## src/rtl/led_pattern_sequencer.sv

```systemverilog
// led_pattern_sequencer
// A prescaler divides the system clock into a step tick. Each tick, or a
// manual STEP pulse, advances a WIDTH-bit LED pattern in one of four modes:
// up-count, down-count, walking-one or blink. LOAD overrides the pattern with
// a parallel value, and a mode change re-initialises the pattern.
module led_pattern_sequencer #(
    parameter int WIDTH    = 4,
    parameter int PRESCALE = 16777216
) (
    input  logic             OSC_50_B8A,
    input  logic             RESET,
    input  logic             EN,
    input  logic [1:0]       MODE,
    input  logic             STEP,
    input  logic             LOAD,
    input  logic [WIDTH-1:0] LOAD_VAL,
    output logic [WIDTH-1:0] LED,
    output logic             TICK
);

    localparam int TW = $clog2(PRESCALE);
    localparam logic [TW-1:0]    RELOAD   = TW'(PRESCALE - 1);
    localparam logic [WIDTH-1:0] ONE_HOT0 = {{(WIDTH-1){1'b0}}, 1'b1};

    typedef enum logic [1:0] {
        MODE_UP    = 2'd0,
        MODE_DOWN  = 2'd1,
        MODE_WALK  = 2'd2,
        MODE_BLINK = 2'd3
    } mode_t;

    logic [TW-1:0]    timer_q, timer_d;
    logic [WIDTH-1:0] led_q, led_d;
    mode_t            mode_q, mode_d;
    logic             tick_q;
    logic             adv_tick;
    logic             adv;
    mode_t            mode_in;

    assign mode_in = mode_t'(MODE);

    // Pattern a mode starts from when it is selected.
    function automatic logic [WIDTH-1:0] init_pattern(input mode_t m);
        case (m)
            MODE_DOWN: init_pattern = '1;
            MODE_WALK: init_pattern = ONE_HOT0;
            default:   init_pattern = '0;
        endcase
    endfunction

    // One advance of the pattern; all arithmetic stays WIDTH bits wide.
    function automatic logic [WIDTH-1:0] next_pattern(input mode_t m,
                                                      input logic [WIDTH-1:0] v);
        case (m)
            MODE_UP:   next_pattern = v + WIDTH'(1);
            MODE_DOWN: next_pattern = v - WIDTH'(1);
            MODE_WALK: next_pattern = (v == '0) ? ONE_HOT0 : {v[WIDTH-2:0], v[WIDTH-1]};
            default:   next_pattern = ~v;
        endcase
    endfunction

    // Next-state logic: prescaler, advance event and LED update priority.
    always_comb begin
        // NOTE: every signal gets a default first so no path leaves it unassigned,
        // which would otherwise infer a latch.
        timer_d  = timer_q;
        led_d    = led_q;
        mode_d   = mode_q;
        adv_tick = 1'b0;

        if (EN) begin
            if (timer_q == '0) begin
                timer_d  = RELOAD;
                adv_tick = 1'b1;
            end else begin
                timer_d = timer_q - TW'(1);
            end
        end

        // A tick and a STEP in the same cycle merge into a single advance.
        adv = adv_tick | STEP;

        if (LOAD) begin
            // The mode is tracked but the loaded value is not overwritten.
            led_d  = LOAD_VAL;
            mode_d = mode_in;
        end else if (mode_in != mode_q) begin
            mode_d = mode_in;
            led_d  = init_pattern(mode_in);
        end else if (adv) begin
            led_d = next_pattern(mode_q, led_q);
        end
    end

    // State registers; reset is asynchronous and does not wait for a clock.
    always_ff @(posedge OSC_50_B8A or posedge RESET) begin
        if (RESET) begin
            timer_q <= RELOAD;
            led_q   <= '0;
            mode_q  <= MODE_UP;
            tick_q  <= 1'b0;
        end else begin
            // NOTE: non-blocking assignments so every register samples the
            // pre-edge values, independent of statement order.
            timer_q <= timer_d;
            led_q   <= led_d;
            mode_q  <= mode_d;
            tick_q  <= adv_tick;
        end
    end

    assign LED  = led_q;
    assign TICK = tick_q;

endmodule

```

## config.mk

```make
export PLATFORM = sky130hd
export DESIGN_NAME = led_pattern_sequencer
export DESIGN_NICKNAME = d
export VERILOG_FILES = /design/src/rtl/led_pattern_sequencer.sv
export SDC_FILE = /design/constraint.sdc
export NUM_CORES = 1
export LEC_CHECK = 0
export CAP_MARGIN = 40
export CELL_PAD_IN_SITES_DETAIL_PLACEMENT = 0
export CELL_PAD_IN_SITES_GLOBAL_PLACEMENT = 1
export CORE_MARGIN = 2
export CORE_UTILIZATION = 38
export CTS_CLUSTER_DIAMETER = 50
export CTS_CLUSTER_SIZE = 14
export DETAILED_ROUTE_END_ITERATION = 7
export DONT_BUFFER_PORTS = 1
export PLACE_DENSITY = 0.64
export SLEW_MARGIN = 30
export SYNTH_ARGS = -nofsm -noshare
export SYNTH_HDL_FRONTEND = slang
export SYNTH_SLANG_ARGS = --single-unit
```

## constraint.sdc

```tcl
create_clock -name OSC_50_B8A -period 3.9 [get_ports OSC_50_B8A]
set_clock_uncertainty 0.05 [all_clocks]
set_input_delay 0.585 -clock OSC_50_B8A [delete_from_list [all_inputs] [get_ports OSC_50_B8A]]
set_output_delay 0.585 -clock OSC_50_B8A [all_outputs]
set_load 0.03 [all_outputs]
```

-- Word-level counts from Yosys, hierarchy flattened
Cells that the tools add are included.
Widths: inputs -> output; s select.
- register bits: 31
- input port bits: 11
- word-level logic and storage cells: 30
- add/subtract/negate cells: 3
- equality and inequality tests: 5
- mux-type cells: 11
- bitwise logic cells: 2
- reduce and logical (&&, ||, !) cells: 5
- operators with widths (cell ; number):
    $logic_not 24->1 ; 1
    $mux 24 ; 1
    $sub 24x1->24 const B ; 1
    $mux 4 ; 4
    $pmux 4 s3 ; 1
    $pmux 4 s2 ; 1
    $add 4x1->4 const B ; 1
    $eq 2x1->1 const B ; 2
    $eq 2x2->1 const B ; 2
    $logic_not 4->1 ; 1
    $mux 2 ; 2
    $not 4->4 ; 1
    $sub 4x1->4 const B ; 1
    $reduce_bool 3->1 ; 1
    $logic_not 2->1 ; 1
    $mux 1 ; 2
    $ne 2x2->1 ; 1
    $reduce_bool 2->1 ; 1
    $or 1x1->1 ; 1

-- Depth between registers and ports, before layout
- depth after elaboration: 7
- mapped depth: 9

-- Worst setup path before layout
Ideal clock, no wire load.
- path kind: reg2reg
- from: register led_q[1], in the netlist LED[1]
- to: register led_q[2], in the netlist LED[2]
- library setup time: 0.095 ns
- arrival: 1.805 ns
- setup slack: 1.949 ns
- stages on the path, launching flop included: 8
- clock period less this slack: 1.951 ns
- path through: dfrtp_1 -> inv_1 -> xnor2_1 -> ha_1 -> and3_1 -> o21a_1 -> o31a_1 -> o31ai_1
- word-level cells in the longest chain between the ends: 6
- elaborated cells between the ends (all ways): 8
- ends and longest elaborated chain (element ; line ; source):
    from (decl) ; 33 ; logic [WIDTH-1:0] led_q, led_d;
    from (signal assigned) ; 106 ; led_q <= led_d;
    branches (longest 2 deep; another with $sub 4x1->4) ; -- ;
    $pmux 4 s3 (*) ; 54 ; case (m)
    $mux 4 (*) ; 90 ; end else if (adv) begin
    $mux 4 (*) ; 87 ; end else if (mode_in != mode_q) begin
    $mux 4 (*) ; 83 ; if (LOAD) begin
Mark *: on every way between the ends. The select of a mux whose other input is x is not followed.
A chain may end at the register's enable or synchronous reset.

-- Worst setup path after layout
- from: register timer_q[0]
- to: register timer_q[18]
- word-level cells in the longest chain between the ends: 2
- elaborated cells between the ends (all ways): 3
- ends and longest elaborated chain (element ; line ; source):
    from (decl) ; 32 ; logic [TW-1:0] timer_q, timer_d;
    from (signal assigned) ; 105 ; timer_q <= timer_d;
    $sub 24x1->24 / $logic_not 24->1 (equally long branches) ; 76, 72 ;
    $mux 24 (*) ; 72 ; if (timer_q == '0) begin
Mark *: on every way between the ends. The rest lies on a longest branch, timed or not.

==> impl_metrics.ini <==
[final_layout]
antenna_cells = 0
drive_gt1_share_pct = 20.3
syn_to_final_growth_pct = 8.09
post-route-util_pct = 42.1
nNetsFinal = 206

[logic_synthesis]
ys.flop_type = dfstp_2
avgSynthCellArea_sq_um = 9.56
async_reset_ff_share_pct = 100
synth_largest_area_cell = dfstp_2
synth_nets = 206
netlist_instances = 191
synthDistinctLibCells = 46
synth.top_cells.by_area = dfstp_2, dfrtp_1, xnor2_1
synth_area_sq_mm = 0.00183
yosys_warnings = 0
yosysTopAreaCellShare_pct = 34.5
synth-seq-cells = 31
synth_edf_count = 0
synth-seq-area-share_pct = 44.1

[power]
p_per_area_mw_per_mm2 = 702
ir_drop_mv = 0.272
p_leak_nw = 0.829

[timing]
worst_pin_slew_ps = 716
slew-limit-headroom_pct = 52.2
rsz0062_at_grt = false
slew_violations = 0
fmax_ghz = 0.457
fin_crit_sh_pct = 56.1
finalHoldViolCount = 0
setup-tns-final_ps = 0
worst_slack_ps = 1710
setup_viol = 0
whs_ps = 223
min_period_ps = 2190

[global_route]
grt_max_degree = 32
first_global_vias = 1311
grt_use_met3_pct = 4.53
globalRoute.totalOverflow = 0
busiest_layer = met2
use_met2_pct = 23.0
antenna_found_initial = 0
grt.total_usage_pct = 14.5
met1_usage_pct = 18.9
grt_pass1_wl_microns = 5970

[placement]
port_buffers = 0
dp_slack_ps = 1690
gp_congestion = 0.885
dp_hpwl_microns = 2640

[clocking]
clk_path_buf_depth = 2
cts_inserted_buffers = 5
cts_tree = yes
htreeDepth = 2
cts.sinks = 31
clk_pin_slew_worst_paths_ps = 70
ctsResizeCount = 0
cts_root_buf = clkbuf_8
insertion_delay_ps = 280
hold_buffers = 0
postCtsSetupRepairBufs = 0

[floorplanning]
die_area_sq_mm = 0.00537
die_w_microns = 73.3
core_region_area_sq_mm = 0.00469
ios = 16
rows = 25
initial_core_util_pct = 38.9
die_h_microns = 73.3

[drt]
firstDrtPassIters = 4
wl_per_cell_microns = 14.7
drt_iter0_markers = 104
via_per_inst = 5.59
via_count = 1374
antenna_left = 0
wirelength_microns = 3610
drc = 0

[critical_path]
r2r_cells = 8
rrSetupSlack_ps = 1710
cp_max_fo = 19
end_kind = register
r2r-start = timer_q[0]$_DFFE_PP1P_
rr_endpoint = timer_q[18]$_DFFE_PP1P_
required_ps = 4060
arrival_ps = 2340
cp-start-kind = register
path_class = register to register

[worst_hold_path]
hold_class = input port to async pin

[job]
drv_cap = 0

[status]
status = complete, no violations
==> layout by cell type, fill, tap and decap left out, types with 6 or more instances in the layout <==
cell | netlist | final
nor3_1 | 13 | 13
inv_1 | 10 | 10
a21oi_1 | 10 | 10
xnor2_1 | 12 | 12
dfstp_2 | 24 | 24
dfrtp_1 | 7 | 7
o21ai_0 | 9 | 9
nand2_1 | 21 | 21
clkbuf_8 | 0 | 6
nor2_1 | 13 | 13
==> cell usage after synthesis (2+ instances only) <==
| cell type | instances |
|---|---|
| a211o_1 | 2 |
| a21oi_1 | 10 |
| a221o_1 | 2 |
| a31oi_1 | 3 |
| and3_1 | 3 |
| buf_2 | 3 |
| clkbuf_1 | 3 |
| dfrtp_1 | 7 |
| dfstp_2 | 24 |
| ha_1 | 4 |
| inv_1 | 10 |
| mux2i_1 | 2 |
| nand2_1 | 21 |
| nand2b_1 | 2 |
| nand3_1 | 4 |
| nand3b_1 | 2 |
| nand4_2 | 2 |
| nand4b_1 | 2 |
| nor2_1 | 13 |
| nor2b_1 | 4 |
| nor3_1 | 13 |
| nor4_4 | 2 |
| nor4bb_1 | 2 |
| o211ai_1 | 2 |
| o21a_1 | 2 |
| o21ai_0 | 9 |
| o31ai_1 | 4 |
| or3_1 | 4 |
| xnor2_1 | 12 |
| xor2_1 | 2 |
==> critical path, cell delays in order, from the launching register on <==
cell and delay [ps]:
dfstp_2 380, inv_1 100, ha_1 140, nor4bb_1 390, nand4_2 210, or2_1 530
clkinv_4 120, nor3_1 50, a21oi_1 130
==> cells by family after synthesis <==
| family | count (synthesis) | synth area share, % |
|---|---|---|
| adder cells (fa/ha/maj) | 4 | 2.74 |
| AO/OA/AOI/OAI | 41 | 14.8 |
| AND/OR/NAND/NOR | 80 | 25.5 |
| XOR/XNOR | 14 | 6.72 |
| buffers and inverters | 19 | 5.00 |
| flip-flops | 31 | 44.1 |
| multiplexers | 2 | 1.10 |
==> layout make-up <==
type                       count  area [sq um]
timing repair buffer           1          7.51
tap                           54          67.6
multi-input combinational    141           928
clock buffer                   6          82.6
sequential                    31           806
fill                         475          2720
inverter                      11          46.3
clock inverter                 2          35.0
==> metal layers <==
| layer | up-vias | wire length, microns | part of all wire, % |
|---|---|---|---|
| li1 | 680 | - | - |
| met1 | 663 | 1700 | 47 |
| met2 | 26 | 1710 | 47 |
| met3 | 5 | 174 | 4.8 |
| met4 | 0 | 30 | 0.83 |
| met5 | - | 0 | 0 |
==> sequential cells by signal, indices dropped and copies added (netlist names) <==
signal	cells
TICK	1
timer_q	24
mode_q	2
LED	4
==> how the worst max path moves through the flow <==
stage / slack [ps] / cells past startpoint / from / to
4_1_cts: 1700 / 8 / timer_q[0]$_DFFE_PP1P_ / timer_q[18]$_DFFE_PP1P_
5_1_grt: 1410 / 8 / timer_q[0]$_DFFE_PP1P_ / timer_q[18]$_DFFE_PP1P_
6_report: 1710 / 8 / timer_q[0]$_DFFE_PP1P_ / timer_q[18]$_DFFE_PP1P_
3_5_place_dp: 1690 / 8 / timer_q[0]$_DFFE_PP1P_ / timer_q[18]$_DFFE_PP1P_
2_1_floorplan: 1950 / 7 / LED[1]$_DFFE_PP0P_ / LED[2]$_DFFE_PP0P_
3_3_place_gp: 1770 / 8 / timer_q[0]$_DFFE_PP1P_ / timer_q[18]$_DFFE_PP1P_
==> metrics by stage <==
step | instances | total power, mW | area [sq um]
global route | 246 | 1.48 | 1970
finish | 246 | 1.38 | 1970
floorplan | 191 | 0.976 | 1830
detailed placement | 238 | 1.07 | 1860
CTS | 246 | 1.40 | 1970
global placement | 238 | 1.05 | 1860
==> power by group <==
part | switching [mW] | internal (mW) | leakage (nW)
logic | 0.205 | 0.172 | 0.433
clock network | 0.113 | 0.206 | 0.0612
registers | 0.163 | 0.525 | 0.335
total | 0.481 | 0.903 | 0.829
Note: power is estimated with default switching activity, not from simulation.
